### src/rtl/pipe_ctrl_pkg.sv
// Shared types and constants for the pipeline hazard controller.
package pipe_ctrl_pkg;

  typedef enum logic [1:0] {
    ST_RUN      = 2'd0,
    ST_FLUSH    = 2'd1,
    ST_MEM_WAIT = 2'd2,
    ST_ERR      = 2'd3
  } state_t;

  // Register $zero never creates a load-use dependency.
  localparam logic [4:0] REG_ZERO = 5'd0;

  // Per-cycle pipeline control word.
  typedef struct packed {
    logic pc_we;
    logic ifid_we;
    logic ifid_flush;
    logic idex_we;
    logic idex_flush;
  } ctrl_t;

  localparam ctrl_t CTRL_RESET  = '{pc_we: 1'b0, ifid_we: 1'b0, ifid_flush: 1'b1, idex_we: 1'b0, idex_flush: 1'b1};
  localparam ctrl_t CTRL_FREEZE = '{pc_we: 1'b0, ifid_we: 1'b0, ifid_flush: 1'b0, idex_we: 1'b0, idex_flush: 1'b0};
  localparam ctrl_t CTRL_BRANCH = '{pc_we: 1'b1, ifid_we: 1'b1, ifid_flush: 1'b1, idex_we: 1'b1, idex_flush: 1'b1};
  localparam ctrl_t CTRL_JUMP   = '{pc_we: 1'b1, ifid_we: 1'b1, ifid_flush: 1'b1, idex_we: 1'b1, idex_flush: 1'b0};
  localparam ctrl_t CTRL_BUBBLE = '{pc_we: 1'b0, ifid_we: 1'b0, ifid_flush: 1'b0, idex_we: 1'b1, idex_flush: 1'b1};
  localparam ctrl_t CTRL_NORMAL = '{pc_we: 1'b1, ifid_we: 1'b1, ifid_flush: 1'b0, idex_we: 1'b1, idex_flush: 1'b0};

endpackage

### src/rtl/pipeline_hazard_ctrl_if.sv
// Hazard-control bus between the datapath (master) and the controller (slave).
interface pipeline_hazard_ctrl_if #(
  parameter int REG_W = 5,
  parameter int CNT_W = 16
);

  logic [REG_W-1:0] id_rs;
  logic [REG_W-1:0] id_rt;
  logic             id_uses_rt;
  logic             ex_memr;
  logic [REG_W-1:0] ex_rt;
  logic             id_jump;
  logic             br_taken;
  logic             mem_busy;

  logic             pc_we;
  logic             ifid_we;
  logic             ifid_flush;
  logic             idex_we;
  logic             idex_flush;
  logic             hz_err;
  logic [CNT_W-1:0] stall_cnt;
  logic [CNT_W-1:0] flush_cnt;

  modport master (
    output id_rs, id_rt, id_uses_rt, ex_memr, ex_rt, id_jump, br_taken, mem_busy,
    input  pc_we, ifid_we, ifid_flush, idex_we, idex_flush, hz_err, stall_cnt, flush_cnt
  );

  modport slave (
    input  id_rs, id_rt, id_uses_rt, ex_memr, ex_rt, id_jump, br_taken, mem_busy,
    output pc_we, ifid_we, ifid_flush, idex_we, idex_flush, hz_err, stall_cnt, flush_cnt
  );

endinterface

### src/rtl/load_use_detect.sv
// Combinational load-use hazard compare between ID sources and the ID/EX load target.
module load_use_detect
  import pipe_ctrl_pkg::*;
#(
  parameter int REG_W = 5
) (
  input  logic             i_ex_memr,
  input  logic [REG_W-1:0] i_ex_rt,
  input  logic [REG_W-1:0] i_id_rs,
  input  logic [REG_W-1:0] i_id_rt,
  input  logic             i_id_uses_rt,
  output logic             o_lu
);

  logic w_rs_hit;
  logic w_rt_hit;
  logic w_nonzero;

  assign w_nonzero = (i_ex_rt != REG_W'(REG_ZERO));
  assign w_rs_hit  = (i_ex_rt == i_id_rs);
  assign w_rt_hit  = i_id_uses_rt & (i_ex_rt == i_id_rt);
  assign o_lu      = i_ex_memr & w_nonzero & (w_rs_hit | w_rt_hit);

endmodule

### src/rtl/pipeline_hazard_ctrl.sv
// Pipeline hazard controller: load-use bubbles, branch/jump flushes,
// memory-busy freeze with timeout, and saturating perf counters.
module pipeline_hazard_ctrl
  import pipe_ctrl_pkg::*;
#(
  parameter int REG_W      = 5,
  parameter int BR_PENALTY = 1,
  parameter int WAIT_MAX   = 15,
  parameter int CNT_W      = 16
) (
  input logic                  clk,
  input logic                  rst,
  pipeline_hazard_ctrl_if.slave bus
);

  localparam logic [2:0]       FCNT_INIT = 3'(BR_PENALTY - 1);
  localparam logic [7:0]       WCNT_MAX  = 8'(WAIT_MAX);
  localparam logic [CNT_W-1:0] CNT_SAT   = '1;

  state_t           r_state;
  logic [2:0]       r_fcnt;
  logic [7:0]       r_wcnt;
  logic [CNT_W-1:0] r_stall_cnt;
  logic [CNT_W-1:0] r_flush_cnt;
  logic             r_hz_err;

  state_t     w_state_nxt;
  logic [2:0] w_fcnt_nxt;
  logic [7:0] w_wcnt_nxt;
  ctrl_t      w_ctrl;
  logic       w_flush_evt;
  logic       w_err_set;
  logic       w_do_run;
  logic       w_do_flush;
  logic       w_lu;

  load_use_detect #(
    .REG_W(REG_W)
  ) u_lu (
    .i_ex_memr   (bus.ex_memr),
    .i_ex_rt     (bus.ex_rt),
    .i_id_rs     (bus.id_rs),
    .i_id_rt     (bus.id_rt),
    .i_id_uses_rt(bus.id_uses_rt),
    .o_lu        (w_lu)
  );

  // Next-state and control decode; MEM_WAIT exit reuses the RUN/FLUSH paths
  // in the same cycle so the freeze is not repeated.
  always_comb begin
    w_ctrl      = CTRL_FREEZE;
    w_state_nxt = r_state;
    w_fcnt_nxt  = r_fcnt;
    w_wcnt_nxt  = r_wcnt;
    w_flush_evt = 1'b0;
    w_err_set   = 1'b0;
    w_do_run    = 1'b0;
    w_do_flush  = 1'b0;

    unique case (r_state)
      ST_RUN: begin
        if (bus.mem_busy) begin
          w_state_nxt = ST_MEM_WAIT;
          w_wcnt_nxt  = 8'd1;
        end else begin
          w_do_run = 1'b1;
        end
      end
      ST_FLUSH: begin
        if (bus.mem_busy) begin
          w_state_nxt = ST_MEM_WAIT;
          w_wcnt_nxt  = 8'd1;
        end else begin
          w_do_flush = 1'b1;
        end
      end
      ST_MEM_WAIT: begin
        if (bus.mem_busy) begin
          if (r_wcnt == WCNT_MAX) begin
            w_err_set   = 1'b1;
            w_state_nxt = ST_ERR;
          end else begin
            w_wcnt_nxt = r_wcnt + 8'd1;
          end
        end else if (r_fcnt != 3'd0) begin
          w_do_flush = 1'b1;
        end else begin
          w_do_run = 1'b1;
        end
      end
      ST_ERR: begin
        w_state_nxt = ST_ERR;
      end
    endcase

    if (w_do_flush) begin
      w_ctrl      = CTRL_BRANCH;
      w_fcnt_nxt  = r_fcnt - 3'd1;
      w_state_nxt = (r_fcnt == 3'd1) ? ST_RUN : ST_FLUSH;
    end

    if (w_do_run) begin
      w_state_nxt = ST_RUN;
      if (bus.br_taken) begin
        w_ctrl      = CTRL_BRANCH;
        w_flush_evt = 1'b1;
        if (BR_PENALTY > 1) begin
          w_state_nxt = ST_FLUSH;
          w_fcnt_nxt  = FCNT_INIT;
        end
      end else if (bus.id_jump) begin
        w_ctrl      = CTRL_JUMP;
        w_flush_evt = 1'b1;
      end else if (w_lu) begin
        w_ctrl = CTRL_BUBBLE;
      end else begin
        w_ctrl = CTRL_NORMAL;
      end
    end

    if (rst) begin
      w_ctrl = CTRL_RESET;
    end
  end

  // State, wait/flush counters, sticky error and saturating perf counters.
  always_ff @(posedge clk) begin
    if (rst) begin
      r_state     <= ST_RUN;
      r_fcnt      <= '0;
      r_wcnt      <= '0;
      r_stall_cnt <= '0;
      r_flush_cnt <= '0;
      r_hz_err    <= 1'b0;
    end else begin
      r_state  <= w_state_nxt;
      r_fcnt   <= w_fcnt_nxt;
      r_wcnt   <= w_wcnt_nxt;
      r_hz_err <= r_hz_err | w_err_set;
      if (!w_ctrl.pc_we && (r_stall_cnt != CNT_SAT)) begin
        r_stall_cnt <= r_stall_cnt + 1'b1;
      end
      if (w_flush_evt && (r_flush_cnt != CNT_SAT)) begin
        r_flush_cnt <= r_flush_cnt + 1'b1;
      end
    end
  end

  assign bus.pc_we      = w_ctrl.pc_we;
  assign bus.ifid_we    = w_ctrl.ifid_we;
  assign bus.ifid_flush = w_ctrl.ifid_flush;
  assign bus.idex_we    = w_ctrl.idex_we;
  assign bus.idex_flush = w_ctrl.idex_flush;
  assign bus.hz_err     = r_hz_err;
  assign bus.stall_cnt  = r_stall_cnt;
  assign bus.flush_cnt  = r_flush_cnt;

endmodule

### src/flat_wrapper.sv
// flat-port wrapper written by rule: the top's interface ports become plain ports
module pipeline_hazard_ctrl_flat import pipe_ctrl_pkg::*;
#(
  parameter int REG_W      = 5,
  parameter int BR_PENALTY = 1,
  parameter int WAIT_MAX   = 15,
  parameter int CNT_W      = 16
)
  (clk, rst, bus_id_rs, bus_id_rt, bus_id_uses_rt, bus_ex_memr, bus_ex_rt, bus_id_jump, bus_br_taken, bus_mem_busy, bus_pc_we, bus_ifid_we, bus_ifid_flush, bus_idex_we, bus_idex_flush, bus_hz_err, bus_stall_cnt, bus_flush_cnt);
  pipeline_hazard_ctrl_if #(.REG_W(REG_W), .CNT_W(CNT_W)) bus_i ();
  input logic clk;
  input logic rst;
  input wire logic [$bits(bus_i.id_rs)-1:0] bus_id_rs;
  input wire logic [$bits(bus_i.id_rt)-1:0] bus_id_rt;
  input wire logic [$bits(bus_i.id_uses_rt)-1:0] bus_id_uses_rt;
  input wire logic [$bits(bus_i.ex_memr)-1:0] bus_ex_memr;
  input wire logic [$bits(bus_i.ex_rt)-1:0] bus_ex_rt;
  input wire logic [$bits(bus_i.id_jump)-1:0] bus_id_jump;
  input wire logic [$bits(bus_i.br_taken)-1:0] bus_br_taken;
  input wire logic [$bits(bus_i.mem_busy)-1:0] bus_mem_busy;
  output wire logic [$bits(bus_i.pc_we)-1:0] bus_pc_we;
  output wire logic [$bits(bus_i.ifid_we)-1:0] bus_ifid_we;
  output wire logic [$bits(bus_i.ifid_flush)-1:0] bus_ifid_flush;
  output wire logic [$bits(bus_i.idex_we)-1:0] bus_idex_we;
  output wire logic [$bits(bus_i.idex_flush)-1:0] bus_idex_flush;
  output wire logic [$bits(bus_i.hz_err)-1:0] bus_hz_err;
  output wire logic [$bits(bus_i.stall_cnt)-1:0] bus_stall_cnt;
  output wire logic [$bits(bus_i.flush_cnt)-1:0] bus_flush_cnt;
  assign bus_i.id_rs = bus_id_rs;
  assign bus_i.id_rt = bus_id_rt;
  assign bus_i.id_uses_rt = bus_id_uses_rt;
  assign bus_i.ex_memr = bus_ex_memr;
  assign bus_i.ex_rt = bus_ex_rt;
  assign bus_i.id_jump = bus_id_jump;
  assign bus_i.br_taken = bus_br_taken;
  assign bus_i.mem_busy = bus_mem_busy;
  assign bus_pc_we = bus_i.pc_we;
  assign bus_ifid_we = bus_i.ifid_we;
  assign bus_ifid_flush = bus_i.ifid_flush;
  assign bus_idex_we = bus_i.idex_we;
  assign bus_idex_flush = bus_i.idex_flush;
  assign bus_hz_err = bus_i.hz_err;
  assign bus_stall_cnt = bus_i.stall_cnt;
  assign bus_flush_cnt = bus_i.flush_cnt;
  pipeline_hazard_ctrl #(.REG_W(REG_W), .BR_PENALTY(BR_PENALTY), .WAIT_MAX(WAIT_MAX), .CNT_W(CNT_W)) u_core (.clk(clk), .rst(rst), .bus(bus_i));
endmodule
### config.mk
export PLATFORM = sky130hd
export DESIGN_NAME = pipeline_hazard_ctrl_flat
export DESIGN_NICKNAME = d
export VERILOG_FILES = /design/src/rtl/pipe_ctrl_pkg.sv /design/src/rtl/pipeline_hazard_ctrl_if.sv /design/src/rtl/load_use_detect.sv /design/src/rtl/pipeline_hazard_ctrl.sv /design/src/flat_wrapper.sv
export SDC_FILE = /design/constraint.sdc
export NUM_CORES = 1
export LEC_CHECK = 0
export CORE_MARGIN = 8
export CORE_UTILIZATION = 40
export CTS_CLUSTER_SIZE = 28
export DETAILED_ROUTE_END_ITERATION = 10
export PLACE_DENSITY = 0.76
export SLEW_MARGIN = 20
export SYNTH_ARGS = -nofsm -noshare
export SYNTH_HDL_FRONTEND = slang
export SYNTH_SLANG_ARGS = --single-unit
### constraint.sdc
create_clock -name clk -period 7.01 [get_ports clk]
set_input_delay 1.402 -clock clk [delete_from_list [all_inputs] [get_ports clk]]
set_output_delay 1.402 -clock clk [all_outputs]
set_load 0.01 [all_outputs]
==> results.md <==
* DP HPWL at 4280 um
* Worst-path maximum fanout at 7
* Initial antenna violation count at 0
* Core outline area at 6200 um^2
* Vias at 2266
* DRC viols at 0
* IO buf count at 59
* XOR/XNOR Fraction of Synth Area at 10.8%
* Combinational share of power at 12.8%
* Final Hold Fails at 0
* MaxCap Viol Count at 0
* Top cell type's share of synthesized area at 36.8%
* Cell row count at 29
* Effective utilization at floorplan at 40.4%
* Worst min path class: reg -> reg
* Setup TNS Final at 0 ps
* Area Overhead vs Synth at 29.7%
* Sw frac at 23.4%
* H-Tree Depth at 2
* Sequential-to-total area share from yosys stat at 36.8%
* Io pins at 60
* Routed vias/inst at 5.29
* Worst EP arrival at 3800 ps
* Predominant post-synthesis flop cell: dfxtp_1
* Crit-path cells: clkdlybuf4s50_1, or4_2, o21ai_0, nand3b_1, o221ai_2, inv_2, clkdlybuf4s50_1
* Global-route wire length before repair at 9660 um
* GRT Util Overall at 12.9%
* Critical-path top delay cell: or4_2
* Routed WL at 5700 um
* Fill cell count at 596
* Status: complete, no violations
* CTS tree: built
* Min Tclk post-route at 5200 ps
* Area of the die at 9050 um^2
* DR pass1 iterations at 4
* Antenna Nets Post-Route at 0
* Period utilization at 74.2%
* Crit-path leading delay family: buffers and inverters
* Share of cells above drive strength 1 at 6.84%
* Req. time, crit path at 5610 ps
* Final Skew at 8.60 ps
* Largest net degree at the start of global routing at 39
* Worst-path clk slew at 80 ps
* WL per Instance at 13.3 um
* Slew headroom at 45.2%
* Dpl cells at 420
* Mux cell area share after synthesis at 1.25%
* Design Power at 531 uW
* Int Pwr at 407 uW
* Die H at 95.1 um
* Crit end category: output pin
* Post-synth net total at 325
* Max stage delay on crit path at 680 ps
* Final setup violating endpoints at 0
* DP Area at 3140 um^2
* Synth warnings at 0
* Top cells by area, synth: dfxtp_1, xor2_1, nor2_1
* Synth Area in Compound Gates at 14.3%
* Net switching power at 125 uW
* 1st-iter DRT viols at 54
* Cts repair resizes at 0
* Peak VDD IR at 99.2 uV
* P per Cell Area at 164 nW/um^2
* CTS Buf Count at 5
* Share of flip-flops with an asynchronous set or reset at 0%
* P_leak at 1.17 nW
* CP dominant cell by count: clkdlybuf4s50_1
* Kind of critical path: in -> out
* Cell area after layout at 3250 um^2
* Tightest Pin Transition at 815 ps
* Slew Limit Fails at 0
* Post-synth top area cell: dfxtp_1
* FMAX at 192 MHz
* Reg power frac at 50.9%
* Finished Layout Cells at 428
* Clock Sinks at 46
* Post-CTS Hold Fix Bufs at 0
* Nets at 382
* Die width at 95.1 um
* Synth Register Bits at 46
* Ant. Diodes at 0
* Syn Area/Cell at 8.54 um^2
* Mapped cell area at 2500 um^2
* RSZ-0062 raised after global routing: no
* GRT overflow at 0
* Post-CTS Setup Inserts at 0
* Post-Syn Instances at 293
* Worst setup SP type: input port
* Clock latency at the later pin of the worst-skew pair at 290 ps
* EDFF count, synth at 0
* Post-Synth Simple-Gate Area at 27.7%
* Buffer and inverter count on the worst path at 3
* Gp weighted congestion at 0.804
* Adder-Cell Fraction of Synth Area at 5.00%
* Largest family of logic cells by synthesized area: simple AND/OR/NAND/NOR gates
* Clock power share at 36.3%
* Number of global-route vias before repair at 2189
* Yosys cell types at 53
* Clock Tree Root: clkbuf_8
* CTS max path bufs at 2
## layout by cell type, fill, tap and decap left out, types with 3 or more instances in the layout
cell	instances
a31oi_1	3
clkdlybuf4s50_1	59
a21oi_1	17
and2_1	4
nor4b_1	3
nor2_1	37
nand3_1	14
clkbuf_8	5
a31o_2	4
ha_1	10
inv_1	11
dfxtp_1	46
or3_1	8
nand2_1	22
xnor2_1	9
o21ai_0	11
nor3_1	5
xor2_1	22
nand4_1	5
nor2b_1	3
and4_1	4
and3_1	8
## flip-flops by register name (all words and copies together), names as in the netlist
name,cells
u_core.bus.flush_cnt,16
u_core.bus.stall_cnt,16
u_core.r_wcnt,8
u_core.r_fcnt,3
u_core.r_state,2
u_core.bus.hz_err,1
## metal layers
layer / share of wire [%] / vias up / wire [um] / track usage [%]
met1: 45 / 1071 / 2580 / 15.1
met2: 49 / 42 / 2800 / 22.5
met4: 1.0 / 0 / 59 / 4.16
met3: 4.6 / 6 / 260 / 3.15
li1: - / 1147 / - / -
met5: 0 / - / 0 / 0
## stage by stage
step                hold slack, ps  setup slack [ps]  util, %
floorplan                      470              2840        -
global placement               471              1810     50.6
detailed placement             485              1790     50.6
CTS                            503              1780     52.3
global route                   535              1690     52.3
finish                         490              1810     52.3
## power by group through the flow
stage / Clock (mW) / Combinational [mW] / Sequential, mW
2_1_floorplan: 0 / 0.0375 / 0.277
3_3_place_gp: 0 / 0.0671 / 0.276
3_5_place_dp: 0 / 0.0682 / 0.277
4_1_cts: 0.198 / 0.0687 / 0.271
5_1_grt: 0.206 / 0.0753 / 0.271
6_report: 0.193 / 0.0678 / 0.271
## final cells by class
class                   instances  area, um^2  area share [%]
multi-input cells             225        1480            45.6
flip-flops and latches         46         921            28.4
repair buffers                 60         598            18.4
well taps                      77        96.3            2.97
clock buffers                   7        76.3            2.35
inverters                      12        45.0            1.39
clock inverters                 1        30.0           0.924
## kinds of logic after synthesis
logic type / after synthesis
XOR/XNOR: 31
adder cells (fa/ha/maj): 10
AND/OR/NAND/NOR: 127
buffers and inverters: 22
flip-flops: 46
AO/OA/AOI/OAI: 54
multiplexers: 3
## Yosys cell counts, types with 5 or more instances
library cell  count
clkbuf_1          6
nand3_1          14
xnor2_1           9
nand4_1           5
nor3_1            5
nand2_1          22
ha_1             10
xor2_1           22
dfxtp_1          46
o21ai_0          11
a21oi_1          17
nor2_1           37
or3_1             8
and3_1            8
inv_1            11
## worst reg2reg max path: cells and delay by family (launching register included)
family,cells,cell delay [ps]
compound gates,4,870
simple gates,3,780
fa+ha+maj,1,400
flops,1,340
buf+inv,2,240
## path summary, 6_finish.rpt
kind	start	endpoint	slack, ps	cells after the start
worst max-delay path	bus_ex_rt[0]	bus_pc_we	1810	7
worst min-delay path	u_core.bus.hz_err$_SDFF_PP0_	u_core.bus.hz_err$_SDFF_PP0_	490	2
worst max register to register	u_core.r_state[0]$_SDFFE_PP0P_	u_core.bus.stall_cnt[11]$_SDFFE_PP0P_	4300	10
worst min register to register	u_core.bus.hz_err$_SDFF_PP0_	u_core.bus.hz_err$_SDFF_PP0_	490	2
No activity file was read; power rests on OpenSTA's default activity.
